**config.mk**
```make
export PLATFORM = sky130hd
export DESIGN_NAME = id_ex_skid_stage
export DESIGN_NICKNAME = d
export VERILOG_FILES = /design/src/rtl/pipe_pkg.sv /design/src/rtl/skid_buf.sv /design/src/rtl/id_ex_skid_stage.sv
export SDC_FILE = /design/constraint.sdc
export NUM_CORES = 1
export LEC_CHECK = 0
export CORE_UTILIZATION = 50
export DETAILED_ROUTE_END_ITERATION = 10
export GPL_TIMING_DRIVEN = 0
export PLACE_DENSITY = 0.8
export SLEW_MARGIN = 15
export SYNTH_ARGS = -nofsm -noshare
export SYNTH_HDL_FRONTEND = slang
export SYNTH_HIERARCHICAL = 1
export SYNTH_SLANG_ARGS = --single-unit
export TNS_END_PERCENT = 5
```
**constraint.sdc**
```tcl
create_clock -name clk -period 2 [get_ports clk]
set_input_delay 0.4 -clock clk [delete_from_list [all_inputs] [get_ports clk]]
set_output_delay 0.4 -clock clk [all_outputs]
set_load 0.05 [all_outputs]
```
**src/rtl/pipe_pkg.sv**
```systemverilog
// Shared definitions for the ID/EX, EX/MEM and MEM/WB pipeline stages.
// Holds:
//   - the default datapath widths
//   - the NOP control encoding
//   - the occupancy state type used by the skid buffer
//   - the payload field layout, so every stage packs its fields the same way
// No ports (package).
package pipe_pkg;

  localparam int CTRL_W_DEF = 9;
  localparam int DATA_W_DEF = 32;
  localparam int REG_W_DEF  = 5;
  localparam int NOPS_DEF   = 2;

  // An all-zero control word decodes as a NOP in EX.
  localparam logic [CTRL_W_DEF-1:0] CTRL_NOP = '0;

  // Encoded so the state value doubles as the occupancy count.
  typedef enum logic [1:0] {
    OCC_EMPTY = 2'd0,
    OCC_ONE   = 2'd1,
    OCC_FULL  = 2'd2
  } occ_state_e;

  // Payload layout, LSB first: pc | rt | rd | ops | imm | ctrl.
  function automatic int off_pc();
    return 0;
  endfunction

  function automatic int off_rt(int data_w);
    return data_w;
  endfunction

  function automatic int off_rd(int data_w, int reg_w);
    return data_w + reg_w;
  endfunction

  function automatic int off_ops(int data_w, int reg_w);
    return data_w + 2*reg_w;
  endfunction

  function automatic int off_imm(int data_w, int nops, int reg_w);
    return data_w*(nops + 1) + 2*reg_w;
  endfunction

  function automatic int off_ctrl(int data_w, int nops, int reg_w);
    return data_w*(nops + 2) + 2*reg_w;
  endfunction

  function automatic int payload_w(int ctrl_w, int data_w, int nops, int reg_w);
    return ctrl_w + data_w*(nops + 2) + 2*reg_w;
  endfunction

  // Field offsets for the default widths.
  localparam int PL_OFF_PC   = off_pc();
  localparam int PL_OFF_RT   = off_rt(DATA_W_DEF);
  localparam int PL_OFF_RD   = off_rd(DATA_W_DEF, REG_W_DEF);
  localparam int PL_OFF_OPS  = off_ops(DATA_W_DEF, REG_W_DEF);
  localparam int PL_OFF_IMM  = off_imm(DATA_W_DEF, NOPS_DEF, REG_W_DEF);
  localparam int PL_OFF_CTRL = off_ctrl(DATA_W_DEF, NOPS_DEF, REG_W_DEF);
  localparam int PL_W        = payload_w(CTRL_W_DEF, DATA_W_DEF, NOPS_DEF, REG_W_DEF);

endpackage

```
**src/rtl/skid_buf.sv**
```systemverilog
// Generic 2-entry valid/ready skid buffer with flush and occupancy output.
// Entry M drives the output side and entry S absorbs one overflow word, so
// in_ready can come straight from a flop.
// Ports:
//   clk, rst_n            clock, asynchronous active-low reset
//   flush                 drop both entries on the next edge
//   in_valid/in_ready     upstream handshake (in_ready registered)
//   in_data[W]            upstream payload
//   out_valid/out_ready   downstream handshake
//   out_data[W]           payload held in M
//   occ[2]                number of entries held (0..2)
module skid_buf
  import pipe_pkg::*;
#(
  parameter int W = 8
) (
  input  logic         clk,
  input  logic         rst_n,
  input  logic         flush,
  input  logic         in_valid,
  output logic         in_ready,
  input  logic [W-1:0] in_data,
  output logic         out_valid,
  input  logic         out_ready,
  output logic [W-1:0] out_data,
  output logic [1:0]   occ
);

  occ_state_e   state_q, state_d;
  logic [W-1:0] m_q, m_d;
  logic [W-1:0] s_q, s_d;
  logic         in_ready_q;
  logic         accept;
  logic         issue;

  assign accept = in_valid & in_ready_q;
  assign issue  = (state_q != OCC_EMPTY) & out_ready;

  // Next-state logic. In OCC_FULL in_ready_q is 0, so no accept can happen there.
  always_comb begin
    state_d = state_q;
    m_d     = m_q;
    s_d     = s_q;
    if (flush) begin
      state_d = OCC_EMPTY;
    end else begin
      case (state_q)
        OCC_EMPTY: begin
          if (accept) begin
            m_d     = in_data;
            state_d = OCC_ONE;
          end
        end
        OCC_ONE: begin
          if (issue && accept) begin
            m_d = in_data;
          end else if (issue) begin
            state_d = OCC_EMPTY;
          end else if (accept) begin
            s_d     = in_data;
            state_d = OCC_FULL;
          end
        end
        OCC_FULL: begin
          if (issue) begin
            m_d     = s_q;
            state_d = OCC_ONE;
          end
        end
        default: state_d = OCC_EMPTY;
      endcase
    end
  end

  // in_ready is precomputed from the next state so it has no path from out_ready.
  always_ff @(posedge clk or negedge rst_n) begin
    if (!rst_n) begin
      state_q    <= OCC_EMPTY;
      m_q        <= '0;
      s_q        <= '0;
      in_ready_q <= 1'b1;
    end else begin
      state_q    <= state_d;
      m_q        <= m_d;
      s_q        <= s_d;
      in_ready_q <= (state_d != OCC_FULL);
    end
  end

  assign in_ready  = in_ready_q;
  assign out_valid = (state_q != OCC_EMPTY);
  assign out_data  = m_q;
  assign occ       = state_q;

endmodule

```
**src/rtl/id_ex_skid_stage.sv**
```systemverilog
// ID-to-EX pipeline register with a valid/ready handshake.
// The stage:
//   - packs the decoded fields into one payload word
//   - buffers that word in a 2-entry skid buffer
//   - unpacks it for EX and masks the outputs during bubbles
// Ports:
//   clk, rst_n                       clock, asynchronous active-low reset
//   flush                            squash all held instructions
//   in_valid/in_ready                ID handshake (in_ready registered)
//   in_ctrl/imm/ops/rd/rt/pc         decoded instruction from ID
//   out_valid/out_ready              EX handshake
//   out_ctrl/imm/ops/rd/rt/pc        registered instruction to EX
//   occ                              entries held (0..2)
module id_ex_skid_stage
  import pipe_pkg::*;
#(
  parameter int CTRL_W             = CTRL_W_DEF,
  parameter int DATA_W             = DATA_W_DEF,
  parameter int NOPS               = NOPS_DEF,
  parameter int REG_W              = REG_W_DEF,
  parameter int ZERO_ALL_ON_BUBBLE = 0
) (
  input  logic                   clk,
  input  logic                   rst_n,
  input  logic                   flush,
  input  logic                   in_valid,
  output logic                   in_ready,
  input  logic [CTRL_W-1:0]      in_ctrl,
  input  logic [DATA_W-1:0]      in_imm,
  input  logic [NOPS*DATA_W-1:0] in_ops,
  input  logic [REG_W-1:0]       in_rd,
  input  logic [REG_W-1:0]       in_rt,
  input  logic [DATA_W-1:0]      in_pc,
  output logic                   out_valid,
  input  logic                   out_ready,
  output logic [CTRL_W-1:0]      out_ctrl,
  output logic [DATA_W-1:0]      out_imm,
  output logic [NOPS*DATA_W-1:0] out_ops,
  output logic [REG_W-1:0]       out_rd,
  output logic [REG_W-1:0]       out_rt,
  output logic [DATA_W-1:0]      out_pc,
  output logic [1:0]             occ
);

  localparam int PW       = payload_w(CTRL_W, DATA_W, NOPS, REG_W);
  localparam int OFF_PC   = off_pc();
  localparam int OFF_RT   = off_rt(DATA_W);
  localparam int OFF_RD   = off_rd(DATA_W, REG_W);
  localparam int OFF_OPS  = off_ops(DATA_W, REG_W);
  localparam int OFF_IMM  = off_imm(DATA_W, NOPS, REG_W);
  localparam int OFF_CTRL = off_ctrl(DATA_W, NOPS, REG_W);

  logic [PW-1:0] pl_in;
  logic [PW-1:0] pl_out;
  logic          valid;
  logic          bubble_zero;

  assign pl_in = {in_ctrl, in_imm, in_ops, in_rd, in_rt, in_pc};

  skid_buf #(
    .W (PW)
  ) u_skid (
    .clk       (clk),
    .rst_n     (rst_n),
    .flush     (flush),
    .in_valid  (in_valid),
    .in_ready  (in_ready),
    .in_data   (pl_in),
    .out_valid (valid),
    .out_ready (out_ready),
    .out_data  (pl_out),
    .occ       (occ)
  );

  assign out_valid = valid;

  // Masking sits after the register, so a bubble never disturbs the held payload.
  assign bubble_zero = (ZERO_ALL_ON_BUBBLE != 0) && !valid;

  assign out_ctrl = valid ? pl_out[OFF_CTRL +: CTRL_W] : CTRL_W'(CTRL_NOP);
  assign out_imm  = bubble_zero ? '0 : pl_out[OFF_IMM +: DATA_W];
  assign out_ops  = bubble_zero ? '0 : pl_out[OFF_OPS +: NOPS*DATA_W];
  assign out_rd   = bubble_zero ? '0 : pl_out[OFF_RD +: REG_W];
  assign out_rt   = bubble_zero ? '0 : pl_out[OFF_RT +: REG_W];
  assign out_pc   = bubble_zero ? '0 : pl_out[OFF_PC +: DATA_W];

endmodule

```
[Word-level counts from Yosys, hierarchy flattened]
Index checks and enable logic that the tools add are counted.
Widths: inputs -> output; s select.
Word-level totals
  register bits after elaboration: 297
  input bits: 152
  output and inout bits: 151
  logic and storage cells: 33
Operators by class
  eq/ne operators: 6
  multiplexer cells: 12
  bitwise gates (word level): 5
  reduce and logical (&&, ||, !) cells: 6
Operators with widths (number)
  $mux 147: 3
  $pmux 147 s3: 1
  $mux 2: 6
  $reduce_and 5->1: 2
  $mux 9: 1
  $ne 2x1->1 const B: 3
  $pmux 2 s3: 1
  $not 1->1: 3
  $reduce_bool 3->1: 1
  $and 1x1->1: 2
  $eq 2x1->1 const B: 1
  $eq 2x2->1 const B: 1
  $logic_not 2->1: 1
  $ne 2x2->1 const B: 1
  $reduce_bool 2->1: 1
  $logic_and 1x1->1: 1

[Depth between registers and ports, before layout]
Gate-level depths: netlist of the first run.
  depth after elaboration: 7
  depth in mapped cells: 6
  mapped depth without buffers: 5

[Modules after synthesis]
Netlist of the first run, hierarchy kept.
By module, submodules not included
  skid_buf: instances 1, cells an instance 966, area an instance 12899.9 um2, seq. area each 7433.4 um2
  id_ex_skid_stage: instances 1, cells an instance 9, area an instance 56.3 um2, seq. area each 0.0 um2

[Worst setup path before layout of the first run]
No wires, ideal clock.
  path kind: flip-flop to flip-flop
  start: register u_skid.state_q[0] (netlist: u_skid/occ[0])
  end: register u_skid.s_q[100]
  library setup time: 125 ps
  arrival time: 1905 ps
  data required time: 1875 ps
  setup slack: -30 ps
  cell stages (with the launch flop): 6
  path buffers: 2
  clock period less this slack: 2030 ps
  cell sequence: dfrtp_1 > and2b_1 > or3b_4 > buf_8 > buf_8 > mux2_4
Between the ends
  word-level cells in the longest chain between the ends: 5
  elaborated cells on any way between the ends: 7
  those cells by class: eq/ne: 1; bitwise: 3; reduce/logical: 3
RTL lines
  start, declared: line skid_buf.sv:29  | occ_state_e state_q, state_d;
  start signal, assigned: line skid_buf.sv:83  | state_q <= state_d;
  $reduce_bool 2->1: line skid_buf.sv:37  | assign issue = (state_q != OCC_EMPTY) & out_ready;
  $and 1x1->1: line skid_buf.sv:37
  $logic_and 1x1->1: line skid_buf.sv:55  | if (issue && accept) begin
  $not 1->1 (no source line)
  $reduce_and 5->1 (no source line) (*)
  end signal, assigned: line skid_buf.sv:80  | s_q <= '0;
  end signal, assigned: line skid_buf.sv:85  | s_q <= s_d;
  end, declared: line skid_buf.sv:31  | logic [W-1:0] s_q, s_d;
Mark *: on every way between the ends. The rest lies on a longest branch, timed or not.
A chain may end at the register's enable or synchronous reset.

[Final worst setup path of the first run]
  start: register u_skid.state_q[1] (netlist: u_skid/occ[1])
  end: output port out_ctrl[5]
Between the ends
  word-level cells in the longest chain between the ends: 2
RTL lines
  $reduce_bool 2->1: line skid_buf.sv:91  | assign out_valid = (state_q != OCC_EMPTY);
  $mux 9: line id_ex_skid_stage.sv:80  | assign out_ctrl = valid ? pl_out[OFF_CTRL +: CTRL_W] : CTRL_W'(CTRL_NOP);
  end, declared: line id_ex_skid_stage.sv:36  | output logic [CTRL_W-1:0] out_ctrl,
Every way passes these cells.

==> results of run 1 <==
## through the flow
| stage | hold WS [ps] | setup TNS (ps) |
|---|---|---|
| 2_1_floorplan | 104.4 | 0 |
| 6_report | 369.1 | -534.5 |
| 5_1_grt | 400.7 | -4405 |
| 3_5_place_dp | 345.8 | -151230 |
| 3_3_place_gp | 485.9 | -3811200 |
| 4_1_cts | 369.4 | -1027 |
## per-layer routing
| layer | vias up | global-route usage (%) | share of wire, % |
|---|---|---|---|
| met5 | - | 0 | 0 |
| met4 | 0 | 6.032 | 2.4 |
| met3 | 52 | 6.188 | 7.2 |
| met2 | 259 | 40.33 | 48 |
| met1 | 4456 | 32.51 | 42 |
| li1 | 4081 | - | - |
## state kept, by name, indices dropped and copies added (netlist names)
signal           count
u_skid/in_ready      1
u_skid/s_q         147
u_skid/out_data    147
u_skid/occ           2
## cell usage in the layout (no fill, tap or decap), types with 2 or more instances in the layout
| master | count |
|---|---|
| dfrtp_1 | 295 |
| clkdlybuf4s50_1 | 150 |
| nor2_1 | 149 |
| mux2i_1 | 147 |
| a21oi_1 | 147 |
| dlygate4sd2_1 | 139 |
| mux2_4 | 130 |
| clkbuf_16 | 31 |
| buf_2 | 19 |
| mux2_2 | 17 |
| buf_6 | 16 |
| clkbuf_4 | 15 |
| buf_4 | 14 |
| clkbuf_1 | 12 |
| buf_8 | 12 |
| and2_4 | 9 |
| clkbuf_8 | 7 |
| clkinv_2 | 4 |
| bufinv_16 | 3 |
| buf_16 | 3 |
| or2_4 | 2 |
| nand2_1 | 2 |
| inv_1 | 2 |
| clkbuf_2 | 2 |
## cell type report
| cell class | instances | area [µm²] | area share [%] |
|---|---|---|---|
| repair buffers | 311 | 3005 | 17.14 |
| multi-input cells | 612 | 5105 | 29.12 |
| plain buffers | 65 | 538.0 | 3.069 |
| diodes | 1 | 2.502 | 0.01427 |
| clock inverters | 8 | 117.6 | 0.6708 |
| well taps | 330 | 412.9 | 2.355 |
| flip-flops and latches | 297 | 7435 | 42.40 |
| inverters | 2 | 7.507 | 0.04282 |
| clock buffers | 48 | 909.6 | 5.188 |
## worst max-delay path: cells and delay by family, from the launching register on
kind / cells / cell delay [ps]
AND/OR/NAND/NOR: 2 / 430
flip-flops: 1 / 410
buffers and inverters: 2 / 280
## how the worst max path moves through the flow
stage	from	to	slack, ps	depth (start not counted)
after floorplan	u_skid/occ[1]$_DFF_PN0_	u_skid/s_q[100]$_DFFE_PN0P_	0.7	5
after global placement	rst_n	u_skid/occ[0]$_DFF_PN0_	-13510	1
after detailed placement	out_ready	u_skid/out_data[54]$_DFFE_PN0P_	-830	6
after CTS	u_skid/occ[1]$_DFF_PN0_	out_ctrl[8]	-120	4
after global routing	u_skid/occ[1]$_DFF_PN0_	out_ctrl[5]	-110	4
final	u_skid/occ[1]$_DFF_PN0_	out_ctrl[5]	-70	4
## what timing repair did
item / in CTS / in global routing
gates resized for setup: 234 / 33
pin swaps: 2 / 2
cloned: 0 / 1
hold buffers: 1 / 0
endpoints found under the setup margin: 298 / 88
buffers inserted: 2 / 3
endpoints found under the hold margin: 48 / 0
## where the power goes
| group | switching, W | leakage [nW] | internal (W) |
|---|---|---|---|
| combinational | 0.00348 | 5.08 | 0.00247 |
| sequential | 0.000852 | 3.47 | 0.00752 |
| clock | 0.00231 | 0.502 | 0.00349 |
## logic make-up after synthesis
kind of cell	synth area share [%]
xor gates and xnor gates	0.06761
DFF	57.37
and+or+nand+nor	5.196
buffers and inverters	3.554
AOI/OAI and AO/OA	5.910
muxes	27.90
==> impl_metrics.ini, run 1 <==
[worst_setup_path]
end_kind = output port
crit_path_cell_trace = buf_6, or2_4, and2_4, buf_6
r2r-end = u_skid/s_q[35]$_DFFE_PN0P_
crit_arrival_ps = 1670
worstSetupPathType = flip-flop to output port
reg2reg_depth = 6
crit_fanout = 5
worst_path_max_delay_cell = dfrtp_1
cpPeakStageDelay_ps = 410
critPathMostFrequentCell = buf_6
critPathLaunchType = flip-flop
reg2reg_from = u_skid/occ[1]$_DFF_PN0_
r2r_slack_ps = 0
crit_required_ps = 1600

[run_status]
outcome = complete, but fails checks
violations = setup timing

[synthesis]
synth_area_leaders = dfrtp_1 57%, mux2_4 15%, mux2i_1 11%
synth_top_area_cell = dfrtp_1
yosysTopAreaCellShare_pct = 57.17
synth_cells = 975
synth.most_common_cell = dfrtp_1
synthTopCellsByCount = 296 x dfrtp_1, 149 x nor2_1, 147 x a21oi_1, 147 x mux2i_1, 130 x mux2_4
synth_edf_count = 0
yosys_warnings = 6
syn-num-nets = 1127
synthArstFlopShare_pct = 100.0
yosys_most_used_dff = dfrtp_1
syn_area_per_cell_um2 = 13.29
yosysSeqAreaShare_pct = 57.37
synth_seq_cells = 297
synth_area_um2 = 12960
synth_cell_types = 24

[routing]
wl_um = 32600
drc = 0
drt-initial-drc-count = 503
wl_per_cell_um = 19.47
viasPerCell = 5.286
ant_nets = 0
via_count = 8848
drtPass1Iterations = 5

[timing]
fmax_ghz = 0.4836
finalCritPeriodShare_pct = 103.4
setup_violations = 11
min_period_ps = 2068
rsz0062_at_grt = true
skew_ps = 6.340
finalMaxSlewViolations = 0
relSlewSlack_pct = 60.10
tightest_slew_ps = 600.8
hold_viol = 0
fin_ws_ps = -67.91

[floorplanning]
row_count = 58
core_area_um2 = 25330
io-pin-count = 303
die_area_um2 = 26560
die_h_um = 163.0
chipWidth_um = 163.0
initial_core_util_pct = 51.16

[power_and_ir_drop]
ir_drop_uv = 794.7
p_leak_nw = 9.051
power.total_w = 0.02011
power.density_nw_per_um2 = 1147

[placement]
gp_congestion = 0.7990
port_buffers = 302
hpwl_um = 21910
dp_cells = 1610
pre_cts_ws_ps = -828.4
postPlaceCellArea_um2 = 16480

[clocking]
clk_latency_ps = 550
clockBufferDepth = 3
numCtsBuffers = 31
clockRootBuffer = clkbuf_16
cts_max_level = 1
clk_pin_slew_ps = 60
cts_tree = yes
cts.sinks = 297

[grt]
grt_pass1_wl_um = 51140
antenna_found_initial = 0
grt-ovfl-total = 0
grt_usage_pct = 24.54
grt_start_max_net_pins = 97
grt_pass1_vias = 9282

[final_layout]
final_cells = 1674
drive_gt1_share_pct = 21.67
fin_util_pct = 69.23
area_growth_pct = 35.33
stdcell_area_um2 = 17530
num-fill-cells = 1832
final_nets = 1472

[min_path]
hold_path.class = input pin to async pin

[flow_run]
maxCapViolCount = 0
(Power assumes the default switching activity.)
==> run 2, diff against run 1 <==
- CORE_UTILIZATION: 50 -> 51
- PLACE_DENSITY: 0.8 -> 0.81
- SYNTH_HIERARCHICAL: 1 -> default
==> impl_metrics.ini, run 2 <==
[synthesis]
synthTopCellsByCount = 296 x dfrtp_1, 149 x mux2i_1, 147 x mux2_2, 147 x nand2_1, 145 x buf_4
synth_top_area_cell = dfrtp_1
syn-num-nets = 1267
synth_area_um2 = 13550
synth_cells = 1115
yosys_warnings = 0
synth_edf_count = 0
yosys_most_used_dff = dfrtp_1
syn_area_per_cell_um2 = 12.16
yosysTopAreaCellShare_pct = 54.65
yosysSeqAreaShare_pct = 54.85
synth_seq_cells = 297
synth_cell_types = 22
synth_area_leaders = dfrtp_1 55%, mux2_2 12%, mux2i_1 11%
synth.most_common_cell = dfrtp_1
synthArstFlopShare_pct = 100.0

[grt]
grt_start_max_net_pins = 106
grt_usage_pct = 22.66
grt_pass1_vias = 9275
antenna_found_initial = 4
grt_pass1_wl_um = 48310
grt-ovfl-total = 0

[timing]
finalCritPeriodShare_pct = 97.86
relSlewSlack_pct = 53.09
fmax_ghz = 0.5110
final.setup.tns_ps = 0
hold_viol = 0
min_period_ps = 1957
skew_ps = 11.82
tightest_slew_ps = 703.6
rsz0062_at_grt = true
finalMaxSlewViolations = 0
setup_violations = 0

[worst_setup_path]
critPathLaunchType = flip-flop
worstSetupPathType = flip-flop to output port
r2r_slack_ps = 130
r2r-end = u_skid.out_data[96]$_DFFE_PN0P_
crit_fanout = 9
crit_arrival_ps = 1560
end_kind = output port
reg2reg_depth = 6
crit_required_ps = 1600
reg2reg_from = u_skid.occ[0]$_DFF_PN0_

[final_layout]
final_cells = 1818
num-fill-cells = 2000
layout_common_cells = 294 x dfrtp_1, 285 x buf_4, 150 x clkdlybuf4s50_1, 149 x mux2i_1
drive_gt1_share_pct = 36.81
final_nets = 1607
layout_commonest_cell = dfrtp_1
stdcell_area_um2 = 17800
area_growth_pct = 31.31

[routing]
via_count = 9214
wl_um = 31250
drt-initial-drc-count = 488
drc = 0
wl_per_cell_um = 17.19
drtPass1Iterations = 4
viasPerCell = 5.068
ant_nets = 0

[power_and_ir_drop]
power.density_nw_per_um2 = 1136
ir_drop_uv = 925.2
p_leak_nw = 9.307
power.total_w = 0.02022

[placement]
dp_cells = 1754
gp_congestion = 0.7922
port_buffers = 302
postPlaceCellArea_um2 = 17060
hpwl_um = 21690

[clocking]
clockBufferDepth = 3
clockRootBuffer = clkbuf_16
clk_latency_ps = 550
cts_max_level = 1
numCtsBuffers = 31
cts_tree = yes
cts.sinks = 297
clk_pin_slew_ps = 60

[floorplanning]
die_h_um = 165.0
core_area_um2 = 26060
row_count = 59
initial_core_util_pct = 52.01
chipWidth_um = 165.0
io-pin-count = 303
die_area_um2 = 27230

[run_status]
outcome = completed

[flow_run]
maxCapViolCount = 0

[min_path]
hold_path.class = input pin to async pin
run 2: changes by cell type after synthesis, moves of 23 or more:
cell,delta
o21ai_0,+87
mux2_4,-130
nor2_1,-146
a21oi_1,-147
buf_4,+145
mux2_2,+130
o21ai_1,+60
buf_2,-23
nand2_1,+145
run 2: worst max-delay path: stages (launching register included):
cell      delay [ps]
dfrtp_2          520
nor2_4            90
nor2b_1          150
clkbuf_4         250
run 2: kinds of logic after synthesis:
logic type | after synthesis | share of synthesized area, %
AOI/OAI and AO/OA | 150 | 5.715
buffers and inverters | 206 | 11.19
DFF | 297 | 54.85
muxes | 296 | 23.22
and+or+nand+nor | 166 | 5.031
run 2: metrics by stage:
step / utilization [%] / hold slack, ps / setup WS, ps
6_report: 68.30 / 462.3 / 42.87
5_1_grt: 68.29 / 484.9 / -11.29
4_1_cts: 68.15 / 465.7 / 4.081
3_5_place_dp: 65.45 / 467.8 / -505.7
3_3_place_gp: 65.22 / 459.0 / -12400
2_1_floorplan: - / 104.4 / -150.3
run 2: what timing repair did:
item / CTS / global route
cloned: 1 / 0
endpoints found under the setup margin: 398 / 203
resized for setup: 207 / 17
hold endpoints to repair: 88 / 0
pin swaps: 1 / 1
hold buffers: 1 / 0
buffers inserted: 0 / 1
run 2: how the worst max path moves through the flow:
stage,startpoint,end,depth (start not counted)
after floorplan,u_skid.occ[0]$_DFF_PN0_,out_ctrl[0],2
after global placement,rst_n,u_skid.out_data[10]$_DFFE_PN0P_,1
after detailed placement,flush,u_skid.out_data[97]$_DFFE_PN0P_,9
after CTS,u_skid.occ[0]$_DFF_PN0_,u_skid.s_q[57]$_DFFE_PN0P_,5
after global routing,u_skid.occ[0]$_DFF_PN0_,out_ctrl[7],3
final,u_skid.occ[0]$_DFF_PN0_,out_ctrl[0],3
run 2: per-layer routing:
metal	track usage, %	wire, µm	up-vias
li1	-	-	4356
met1	29.08	13110	4583
met4	7.381	818	0
met5	0	0	-
met3	5.876	2083	52
met2	37.30	15240	223
run 2: area by class of cell:
type	instances	area, µm²	area share (%)
Inverter	2	7.507	0.04218
Clock buffer	48	929.6	5.224
Clock inverter	8	115.1	0.6468
Sequential cell	297	7436	41.78
Timing Repair Buffer	306	2735	15.37
Buffer	204	1520	8.542
Multi-Input combinational cell	613	4622	25.97
Tap cell	335	419.2	2.355
Antenna cell	5	12.51	0.07030
run 2: report_power, final:
group          switching (W)  internal (W)  total, W  leakage, nW
Combinational        0.00344       0.00269   0.00613         5.13
Clock                0.00231       0.00355   0.00586        0.518
Sequential          0.000735       0.00749   0.00822         3.66
